**src/rtl/fu_pkg.sv**
```systemverilog
// Shared definitions for the branch functional unit: compare-op codes and
// the bit positions of the branch control field.
package fu_pkg;

    localparam int unsigned CMP_W        = 3;
    localparam int unsigned CTRL_W       = 4;
    localparam int unsigned CTRL_UNCOND  = 0;
    localparam int unsigned CTRL_CMP_LSB = 1;
    localparam int unsigned CTRL_CMP_MSB = 3;

    localparam logic [CMP_W-1:0] CMP_NONE = 3'd0;
    localparam logic [CMP_W-1:0] CMP_EQ   = 3'd1;
    localparam logic [CMP_W-1:0] CMP_NE   = 3'd2;
    localparam logic [CMP_W-1:0] CMP_LT   = 3'd3;
    localparam logic [CMP_W-1:0] CMP_GE   = 3'd4;
    localparam logic [CMP_W-1:0] CMP_LTU  = 3'd5;
    localparam logic [CMP_W-1:0] CMP_GEU  = 3'd6;

endpackage

```
**src/rtl/branch_cmp.sv**
```systemverilog
// Combinational branch comparator: decides whether a conditional branch is taken.
module branch_cmp
    import fu_pkg::*;
#(
    parameter int unsigned XLEN = 32
) (
    input  logic [XLEN-1:0]  a,
    input  logic [XLEN-1:0]  b,
    input  logic [CMP_W-1:0] op,
    output logic             taken
);

    always_comb begin
        taken = 1'b0;
        case (op)
            CMP_EQ:  taken = (a == b);
            CMP_NE:  taken = (a != b);
            CMP_LT:  taken = ($signed(a) <  $signed(b));
            CMP_GE:  taken = ($signed(a) >= $signed(b));
            CMP_LTU: taken = (a <  b);
            CMP_GEU: taken = (a >= b);
            default: taken = 1'b0;
        endcase
    end

endmodule

```
**src/rtl/fu_branch_pipe.sv**
```systemverilog
// Pipelined branch/jump unit: computes target, link PC, taken and misalignment
// in stage 0, then carries the tagged result through LATENCY handshaked stages.
module fu_branch_pipe
    import fu_pkg::*;
#(
    parameter int unsigned XLEN    = 32,
    parameter int unsigned LATENCY = 1,
    parameter int unsigned TAG_W   = 4,
    parameter int unsigned IALIGN  = 4
) (
    input  logic              clk,
    input  logic              rst,
    input  logic              in_valid,
    output logic              in_ready,
    input  logic              in_jalr,
    input  logic [CTRL_W-1:0] in_cmp_ctrl,
    input  logic [XLEN-1:0]   in_rs1,
    input  logic [XLEN-1:0]   in_rs2,
    input  logic [XLEN-1:0]   in_imm,
    input  logic [XLEN-1:0]   in_pc,
    input  logic [TAG_W-1:0]  in_tag,
    input  logic              flush,
    output logic              out_valid,
    input  logic              out_ready,
    output logic [XLEN-1:0]   out_pc_jump,
    output logic [XLEN-1:0]   out_pc_wb,
    output logic              out_is_jump,
    output logic              out_misalign,
    output logic [TAG_W-1:0]  out_tag
);

    // IALIGN is 2 or 4: number of low target bits that must be zero
    localparam int unsigned ALIGN_BITS = (IALIGN == 4) ? 2 : 1;

    typedef struct packed {
        logic [TAG_W-1:0] tag;
        logic [XLEN-1:0]  pc_jump;
        logic [XLEN-1:0]  pc_wb;
        logic             is_jump;
        logic             misalign;
    } stage_t;

    logic   st_valid [LATENCY];
    stage_t st_data  [LATENCY];
    logic   st_move  [LATENCY];

    logic   taken;
    logic   [XLEN-1:0] base;
    logic   [XLEN-1:0] target;
    stage_t s0_next;

    branch_cmp #(.XLEN(XLEN)) u_cmp (
        .a     (in_rs1),
        .b     (in_rs2),
        .op    (in_cmp_ctrl[CTRL_CMP_MSB:CTRL_CMP_LSB]),
        .taken (taken)
    );

    // Stage-0 result: everything downstream only moves these bits around
    always_comb begin
        base   = in_jalr ? in_rs1 : in_pc;
        target = in_imm + base;
        if (in_jalr) begin
            target[0] = 1'b0;
        end
        s0_next.tag      = in_tag;
        s0_next.pc_jump  = target;
        s0_next.pc_wb    = in_pc + XLEN'(4);
        s0_next.is_jump  = in_cmp_ctrl[CTRL_UNCOND] | taken;
        s0_next.misalign = s0_next.is_jump & (|target[ALIGN_BITS-1:0]);
    end

    // Stage k may hand its content on when some later stage is empty or the output drains
    always_comb begin
        logic chain;
        chain = out_ready;
        for (int k = int'(LATENCY) - 1; k >= 0; k--) begin
            st_move[k] = chain;
            chain      = chain | ~st_valid[k];
        end
    end

    assign in_ready = ~st_valid[0] | st_move[0];

    for (genvar g = 0; g < int'(LATENCY); g++) begin : g_stage
        if (g == 0) begin : g_head
            always_ff @(posedge clk or posedge rst) begin
                if (rst) begin
                    st_valid[0] <= 1'b0;
                    st_data[0]  <= '0;
                end else if (flush) begin
                    st_valid[0] <= 1'b0;
                end else if (in_ready) begin
                    st_valid[0] <= in_valid;
                    if (in_valid) begin
                        st_data[0] <= s0_next;
                    end
                end
            end
        end else begin : g_body
            always_ff @(posedge clk or posedge rst) begin
                if (rst) begin
                    st_valid[g] <= 1'b0;
                    st_data[g]  <= '0;
                end else if (flush) begin
                    st_valid[g] <= 1'b0;
                end else if (~st_valid[g] | st_move[g]) begin
                    st_valid[g] <= st_valid[g-1];
                    if (st_valid[g-1]) begin
                        st_data[g] <= st_data[g-1];
                    end
                end
            end
        end
    end

    assign out_valid    = st_valid[LATENCY-1];
    assign out_tag      = st_data[LATENCY-1].tag;
    assign out_pc_jump  = st_data[LATENCY-1].pc_jump;
    assign out_pc_wb    = st_data[LATENCY-1].pc_wb;
    assign out_is_jump  = st_data[LATENCY-1].is_jump;
    assign out_misalign = st_data[LATENCY-1].misalign;

endmodule

```
**config.mk**
```make
export PLATFORM = sky130hd
export DESIGN_NAME = fu_branch_pipe
export DESIGN_NICKNAME = d
export VERILOG_FILES = /design/src/rtl/fu_pkg.sv /design/src/rtl/branch_cmp.sv /design/src/rtl/fu_branch_pipe.sv
export SDC_FILE = /design/constraint.sdc
export NUM_CORES = 1
export LEC_CHECK = 0
export CORE_UTILIZATION = 25
export DETAILED_ROUTE_END_ITERATION = 7
export PLACE_DENSITY = 0.46
export SYNTH_ARGS = -nofsm -noshare
export SYNTH_HDL_FRONTEND = slang
export SYNTH_SLANG_ARGS = --single-unit
```
**constraint.sdc**
```tcl
create_clock -name clk -period 3.1 [get_ports clk]
set_input_delay 0.62 -clock clk [delete_from_list [all_inputs] [get_ports clk]]
set_output_delay 0.62 -clock clk [all_outputs]
set_load 0.005 [all_outputs]
```
# ---- Word-level counts from Yosys, hierarchy flattened
# Cells that the tools add are included.
dict set report op_classes {
  addsub 2
  order_cmp 4
  eq_ne 8
  n_mux 5
  bitwise 5
  reduce_logical 3
}
# cell count
set op_table {}
lappend op_table {{32-bit greater-or-equal comparator} 2}
lappend op_table {{32-bit less-than comparator} 2}
lappend op_table {{32-bit by 3-bit adder with 32-bit output, second input constant} 1}
lappend op_table {{32-bit adder} 1}
lappend op_table {{32-bit equality test} 1}
lappend op_table {{32-bit two-way mux} 1}
lappend op_table {{32-bit inequality test} 1}
lappend op_table {{3-bit equality test, second input constant} 3}
lappend op_table {{3-bit by 2-bit equality test with 1-bit output, second input constant} 2}
lappend op_table {{1-bit case mux with 6 select lines} 1}
lappend op_table {{3-bit by 1-bit equality test with 1-bit output, second input constant} 1}
lappend op_table {{1-bit two-way mux} 3}
lappend op_table {{3-bit AND reduction} 1}
lappend op_table {{1-bit inverter} 2}
lappend op_table {{1-bit bitwise OR} 2}
lappend op_table {{2-bit nonzero test} 1}
lappend op_table {{2-bit OR reduction} 1}
lappend op_table {{1-bit bitwise AND} 1}
dict set report word_totals {
  register_bits 71
  input_bits 142
  word_cells 33
}

# ---- Logic depth before layout (Yosys ltp)
# Gate-level depths: netlist of run 1.
dict set report logic_depth {
  ltp_word 5
  ltp_mapped 13
  depth_no_buf 11
}

# ---- Hierarchy
# From an unflattened synthesis of run 1, not the netlist that was laid out.
dict set report hier_totals {
  cells_unflattened 750
  hier_area_um2 6209.7
}
# mod instances cells_each area_each_um2
set by_module_without_submodules {}
lappend by_module_without_submodules {fu_branch_pipe 1 622 5277.6}
lappend by_module_without_submodules {branch_cmp 1 128 932.1}

# ---- Worst setup path after synthesis of run 1
# Ideal clock, no wire load.
dict set report synth_timing {
  path_type {input-to-reg}
  startpoint {input port in_jalr}
  endpoint {register st_data, in the netlist out_pc_jump[29]}
  t_arrival_ns 3.597
  setup_slack_ns -0.568
  stages 12
  path_buffers 2
  path_cell_list {clkbuf_1 > buf_1 > mux2_2 > ha_1 > a21oi_1 > o21ai_1 > a221o_1 > o211a_1 > o2111ai_2 > a21oi_2 > or4_1 > nand3_1}
}
dict set report synth_between {
  elab_chain_len 2
}
# element line_no
set synth_rtl {}
lappend synth_rtl {{start, declared} fu_branch_pipe.sv:15} ;# input logic in_jalr,
lappend synth_rtl {{32-bit two-way mux} fu_branch_pipe.sv:61} ;# base = in_jalr ? in_rs1 : in_pc;
lappend synth_rtl {{32-bit adder} fu_branch_pipe.sv:62} ;# target = in_imm + base;
lappend synth_rtl {{end, declared} fu_branch_pipe.sv:44} ;# stage_t st_data [LATENCY];
# Every way passes these cells.
# A chain may end at the register's enable or synchronous reset.

# ---- Worst setup path after layout of run 1
dict set report layout_timing {
  startpoint {input port in_pc[7]}
  endpoint {register st_data, in the netlist out_pc_jump[29]}
}
dict set report layout_between {
  elab_chain_len 2
}
# element line_no
set layout_rtl {}
lappend layout_rtl {{start, declared} fu_branch_pipe.sv:20} ;# input logic [XLEN-1:0] in_pc,
lappend layout_rtl {{32-bit two-way mux} fu_branch_pipe.sv:61}
lappend layout_rtl {{32-bit adder} fu_branch_pipe.sv:62}
# Every way passes these cells.

==> impl_metrics.yaml, run 1 <==
critical_path:
  cpPeakStageDelay_ns: 0.49
  cp_top_family: "compound AO/OA/AOI/OAI gates"
  arrival_ns: 3.30
  path_cells: "clkdlybuf4s50_1 > inv_1 > o21ai_2 > ha_1 > and4_4 > a221o_1 > o211a_4 > o2111ai_4 > a21oi_2 > or4_1 > nand3_1"
  crit_slowest_cell: "clkdlybuf4s50_1"
  worstPathMaxFanout: 4
  critPathKind: "in2reg"
  cp_data_required_time_ns: 3.39
  end_kind: "flip-flop"
  critPathBufInv: 2
  crit_path_start_kind: "input port"
pwr:
  cellPowerDensity_mw_per_mm2: 381.9
  p_sw_share_pct: 32.24
  ir_drop_mv: 0.2083
  pwr-share-comb_pct: 43.4
  switching_power_mw: 1.271
  seqPwrFrac_pct: 30.8
  internal_power_mw: 2.671
  p_total_mw: 3.942
  clkPwrFrac_pct: 25.8
  power.leakage_nw: 4.837
routing:
  num_vias: 6161
  dr.first_iter.drc_count: 201
  first_pass_iters: 4
  routedWlPerCell_um: 15.29
  ant_nets: 0
  vias_per_cell: 4.474
  drc_errors: 0
  routed_wl_mm: 21.06
cells_and_area:
  diodes: 0
  design_area_sq_mm: 0.01032
  filler_cell_count: 2364
  multiInputGateArea_sq_mm: 0.004300
  register_area_sq_mm: 0.001777
  drive_gt1_share_pct: 24.20
  layoutNonFillerInstCount: 1377
  final_nets: 1261
  areaGrowthSynthToFinish_pct: 73.47
place:
  dpl-instance-area_sq_mm: 0.009540
  dp_cells: 1358
  place.gp.congestion: 0.7961
  io_buffers: 213
  dp_hpwl_mm: 16.74
  dp_slack_ns: -0.5062
global_route:
  grt_max_degree: 129
  antenna_found_initial: 0
  grt-ovfl-total: 0
  grt_pass1_vias: 6081
  track_usage_pct: 17.38
  grt_pass1_wl_mm: 32.42
clock_network:
  clkLatencyLatePin_ns: 0.35
  cts_tree: "yes"
  cts_buffers: 9
  cts_sinks: 71
  cts_root_buf: "clkbuf_16"
  clk_path_buf_depth: 2
  cts.clk_slew.worst_paths_ns: 0.07
  htreeDepth: 3
logic_synthesis:
  synth-seq-cells: 71
  synth_top_family_by_area: "compound AO/OA/AOI/OAI gates"
  synth_compound_area_share_pct: 19.45
  synth_top_area_share_pct: 29.86
  synth_simple_gate_area_share_pct: 18.86
  synth_top_flop_cell: "dfrtp_1"
  synth_area_leaders: "dfrtp_1 30%, ha_1 13%, nand2_1 6.9%, mux2_2 5.5%, o21ai_0 5.0%"
  synth_edf_count: 0
  synth_most_common_cell: "nand2_1"
  ys_seq_area_share_pct: 29.86
  ys_top_cells_by_count: "109 x nand2_1, 71 x dfrtp_1, 64 x ha_1"
  synthCells: 707
  synth_mux_area_share_pct: 6.161
  synth.largest_area_cell: "dfrtp_1"
  syn_nets: 914
  synth-async-reset-ratio_pct: 100.0
  synth_area_per_cell_sq_um: 8.417
  synth_xor_area_share_pct: 6.623
  synth.distinct_cells: 62
  netlist_area_sq_mm: 0.005951
  synthAdderAreaFrac_pct: 13.79
  yosys_warnings: 0
min_path:
  hold_path_class: "reg2reg"
floorplan:
  io-pin-count: 214
  rows: 56
  design.die.area_sq_mm: 0.02442
  core_region_area_sq_mm: 0.02340
  start_util_pct: 25.43
  fp.dieH_um: 156.3
  die_w_um: 156.3
timing:
  fin_ws_ns: 0.08606
  setup_viol: 0
  finalHoldViolations: 0
  worstMarginPinSlew_ns: 0.7104
  fin_crit_sh_pct: 97.22
  fmax_mhz: 331.8
  drv_slew: 0
  tns_ns: 0
  fin_worst_skew_ns: 0.006802
  rsz0062_at_grt: "true"
  max_slew_margin_pct: 52.58
  finalCriticalPeriod_ns: 3.014
flow_run:
  drv_cap: 0
outcome:
  outcome: "finished clean"
==> power by group through the flow <==
stage | registers (mW) | logic [mW] | clock network, mW
after detailed placement | 1.23 | 1.63 | 0
after global placement | 1.23 | 1.64 | 0
after global routing | 1.24 | 1.90 | 1.09
final | 1.22 | 1.71 | 1.02
after CTS | 1.22 | 1.66 | 1.06
after floorplan | 1.23 | 0.656 | 0
==> sequential cells by signal (all words and copies together) (netlist names) <==
signal and cells:
out_is_jump 1, out_tag 4, out_pc_wb 32, out_misalign 1, out_pc_jump 32, out_valid 1
==> what timing repair did <==
action | CTS | global route
setup endpoints to repair | 13 | 19
hold buffers | 0 | 0
cloned | 0 | 1
pin swaps | 14 | 34
buffers inserted | 2 | 1
gates resized for setup | 9 | 90
==> per-stage QoR <==
step | hold WS, ns | util (%)
after detailed placement | 0.4621 | 40.77
after global placement | 0.4597 | 40.77
final | 0.4759 | 44.11
after floorplan | 0.4697 | -
after global routing | 0.5011 | 44.11
after CTS | 0.4803 | 42.13
==> cell usage in the layout (no fill, tap or decap), types with 4 or more instances in the layout <==
| cell | n |
|---|---|
| nor2_1 | 37 |
| nor2b_1 | 7 |
| buf_4 | 141 |
| ha_4 | 22 |
| a21oi_1 | 27 |
| ha_1 | 42 |
| xor2_1 | 26 |
| a21o_1 | 23 |
| nand4_1 | 12 |
| nand2b_1 | 5 |
| nand3_1 | 21 |
| dlymetal6s2s_1 | 30 |
| xnor2_1 | 19 |
| mux2_2 | 24 |
| and3_1 | 6 |
| o21ai_1 | 16 |
| o21a_1 | 5 |
| nor3_1 | 9 |
| inv_1 | 43 |
| o211ai_1 | 5 |
| nand3b_1 | 5 |
| and4_1 | 4 |
| mux2_4 | 5 |
| nand2_1 | 109 |
| dfrtp_1 | 71 |
| o31ai_1 | 9 |
| a21oi_2 | 7 |
| o21ai_0 | 52 |
| clkbuf_16 | 10 |
| inv_2 | 9 |
| clkdlybuf4s50_1 | 180 |
| mux2i_1 | 4 |
==> worst reg2reg max path: stages, from the launching register on <==
cell and delay, ns:
dfrtp_1 0.35, nor2b_1 0.24, inv_1 0.08, nand3b_1 0.15
buf_12 0.42, nor3b_1 0.18, a211o_1 0.31
==> final timing paths <==
path | cells after the start | end | slack [ns] | startpoint
min in group asynchronous | 2 | out_pc_wb[12]$_DFFE_PP0P_ | 0.69 | rst
hold / removal | 2 | out_tag[1]$_DFFE_PP0P_ | 0.48 | out_tag[1]$_DFFE_PP0P_
max in group asynchronous | 3 | out_pc_wb[29]$_DFFE_PP0P_ | 1.68 | rst
hold reg to reg | 2 | out_tag[1]$_DFFE_PP0P_ | 0.48 | out_tag[1]$_DFFE_PP0P_
setup / recovery | 11 | out_pc_jump[29]$_DFFE_PP0P_ | 0.09 | in_pc[7]
setup reg to reg | 6 | out_pc_jump[24]$_DFFE_PP0P_ | 1.27 | out_valid$_DFFE_PP0P_
==> cell type report <==
cell class / instances / area share, %
inverter: 55 / 2.279
multi-input combinational: 560 / 41.66
clock buffer: 10 / 2.315
tap: 319 / 3.867
clock inverter: 5 / 0.3273
timing repair buffer: 357 / 32.34
sequential: 71 / 17.21
==> cells by family (layout without fill, tap and decap cells) <==
| family | Yosys count | after routing |
|---|---|---|
| and+or+nand+nor | 237 | 237 |
| AOI/OAI and AO/OA | 180 | 180 |
| buffers and inverters | 76 | 427 |
| DFF | 71 | 71 |
| adders and majority gates | 65 | 65 |
| xor gates and xnor gates | 45 | 45 |
| muxes | 33 | 33 |
==> routing by layer <==
metal	wire length, um	vias up	GRT usage [%]
li1	-	3195	-
met1	9731	2837	21.99
met2	10040	118	29.59
met3	1129	11	4.514
met4	157	0	3.548
met5	0	-	0
(Power assumes the default switching activity.)
==> run 2: changes to the inputs <==
ABC_AREA = 1   (was unset)
PLACE_DENSITY = 0.44   (was 0.46)
SYNTH_HIERARCHICAL = 1   (was unset)
==> run 2 against run 1 <==
  * Synthesized cell count up 64%
  * Area after synthesis up 19%
  * Via count up 24%
  * Core utilization down 7.7 points
==> impl_metrics.yaml, run 2 <==
outcome:
  outcome: "finished clean"
timing:
  hold_slack_ns: 0.4784
  fin_crit_sh_pct: 86.49
  tns_ns: 0
  finalCriticalPeriod_ns: 2.681
  fmax_mhz: 373.0
  fin_ws_ns: 0.4189
  fin_worst_skew_ns: 0.008381
  max_slew_margin_pct: 62.84
  setup_viol: 0
  rsz0062_at_grt: "false"
  drv_slew: 0
  finalHoldViolations: 0
  worstMarginPinSlew_ns: 0.5528
global_route:
  grt_pass1_vias: 7462
  use_met2_pct: 31.08
  grt-ovfl-total: 0
  use_met3_pct: 3.279
  top_usage_layer: "met2"
  grt_max_degree: 95
  antenna_found_initial: 1
  track_usage_pct: 18.72
  grtUsageMet1_pct: 24.71
  grt_pass1_wl_mm: 40.89
cells_and_area:
  layout_commonest_cell: "nand2_1"
  final_nets: 1599
  layout_common_cells: "447 x nand2_1, 212 x clkdlybuf4s50_1, 203 x inv_1"
  multiInputGateArea_sq_mm: 0.004439
  layoutNonFillerInstCount: 1775
  areaGrowthSynthToFinish_pct: 43.33
  diodes: 0
  drive_gt1_share_pct: 5.727
  design_area_sq_mm: 0.01015
  register_area_sq_mm: 0.001777
  filler_cell_count: 3045
  final_util_pct: 36.43
logic_synthesis:
  ys_top_cells_by_count: "448 x nand2_1, 204 x inv_1, 71 x dfrtp_1, 71 x nor2_1, 68 x nand3_1"
  yosys_warnings: 6
  synth-async-reset-ratio_pct: 100.0
  synth_top_area_share_pct: 25.09
  synth-seq-cells: 71
  synth.largest_area_cell: "dfrtp_1"
  synth_most_common_cell: "nand2_1"
  synth_area_per_cell_sq_um: 6.114
  synth.distinct_cells: 39
  synth_area_leaders: "dfrtp_1 25%, nand2_1 24%, ha_1 11%, inv_1 11%, nand3_1 4.8%"
  netlist_area_sq_mm: 0.007081
  synth_edf_count: 0
  ys_seq_area_share_pct: 25.09
  syn_nets: 1365
  synth_top_flop_cell: "dfrtp_1"
  synthCells: 1158
critical_path:
  crit_path_start_kind: "input port"
  worstPathMaxFanout: 3
  cp_data_required_time_ns: 3.34
  arrival_ns: 2.92
  critPathKind: "in2reg"
  end_kind: "flip-flop"
floorplan:
  rows: 61
  io-pin-count: 214
  die_w_um: 170.3
  fp.dieH_um: 170.3
  core_region_area_sq_mm: 0.02786
  start_util_pct: 25.42
  design.die.area_sq_mm: 0.02900
routing:
  first_pass_iters: 5
  drc_errors: 0
  routedWlPerCell_um: 14.95
  routed_wl_mm: 26.54
  ant_nets: 0
  num_vias: 7625
  vias_per_cell: 4.296
  dr.first_iter.drc_count: 387
clock_network:
  ctsHoldBuffers: 0
  clkLatencyLatePin_ns: 0.35
  cts_buffers: 9
  cts_tree: "yes"
  cts_root_buf: "clkbuf_16"
  clk_path_buf_depth: 2
  cts.clk_slew.worst_paths_ns: 0.07
  cts_setup_buffers: 0
  htreeDepth: 3
  cts_sinks: 71
  cts.repair.resized: 0
place:
  dp_cells: 1759
  io_buffers: 213
  dp_hpwl_mm: 22.30
  dpl-instance-area_sq_mm: 0.009859
  place.gp.congestion: 0.8780
  dp_slack_ns: 0.04483
pwr:
  cellPowerDensity_mw_per_mm2: 387.2
  ir_drop_mv: 0.1836
  p_total_mw: 3.930
  power.leakage_nw: 5.375
flow_run:
  drv_cap: 0
min_path:
  hold_path_class: "reg2reg"
run 2: cell types whose count changed in the layout (fill, tap and decap cells not counted), moves of 11 or more:
cell and change:
ha_1 +22, dlymetal6s2s_1 -30, mux2_2 -24, nor2_1 +34, nand3_1 +47, inv_1 +160
ha_4 -22, o21ai_0 +11, clkdlybuf4s50_1 +32, xor2_1 -13, buf_4 -114, a21o_1 -21
nand2_1 +338
run 2: worst max-delay path: stages:
cell and delay [ns]:
clkdlybuf4s50_1 0.48, or2_2 0.32, o21ai_0 0.16, inv_1 0.09, ha_1 0.30, nand2_1 0.07
nand2_1 0.09, nand3_1 0.07, nand2_1 0.11, nand2_1 0.07, nand2_1 0.20, nand2_1 0.10
nand2_1 0.07, nand2_1 0.04, nand3_1 0.06, nand2_1 0.05
run 2: cell families after synthesis:
kind of cell	share of synthesized area [%]
and+or+nand+nor	38.68
buffers and inverters	12.25
AOI/OAI and AO/OA	9.047
xor gates and xnor gates	3.340
DFF	25.09
adders and majority gates	11.59
run 2: final cells by class:
| cell class | count | area share, % |
|---|---|---|
| clock buffers | 9 | 2.219 |
| flip-flops and latches | 71 | 17.51 |
| inverters | 208 | 7.693 |
| well taps | 378 | 4.660 |
| repair buffers | 243 | 23.55 |
| multi-input cells | 859 | 43.74 |
| clock inverters | 7 | 0.6288 |
run 2: power breakdown:
group          internal, mW  switching (mW)
Combinational         0.830           0.813
Sequential             1.10           0.107
Clock                 0.562           0.513
Total                  2.50            1.43
run 2: layer usage:
layer | part of all wire (%) | wire, um
met1 | 48 | 12740
met2 | 45 | 11960
met3 | 4.8 | 1277
met4 | 2.1 | 552
met5 | 0.049 | 13
run 2: path summary, 6_finish.rpt:
path | from | end | slack, ns | cells past startpoint
min reg2reg | out_pc_wb[1]$_DFFE_PP0P_ | out_pc_wb[1]$_DFFE_PP0P_ | 0.48 | 2
min | out_pc_wb[1]$_DFFE_PP0P_ | out_pc_wb[1]$_DFFE_PP0P_ | 0.48 | 2
min in group asynchronous | rst | out_tag[0]$_DFFE_PP0P_ | 0.68 | 3
max | in_rs1[1] | out_pc_jump[21]$_DFFE_PP0P_ | 0.42 | 16
max reg2reg | out_valid$_DFFE_PP0P_ | out_pc_jump[25]$_DFFE_PP0P_ | 1.47 | 8
max in group asynchronous | rst | out_pc_jump[25]$_DFFE_PP0P_ | 2.08 | 3
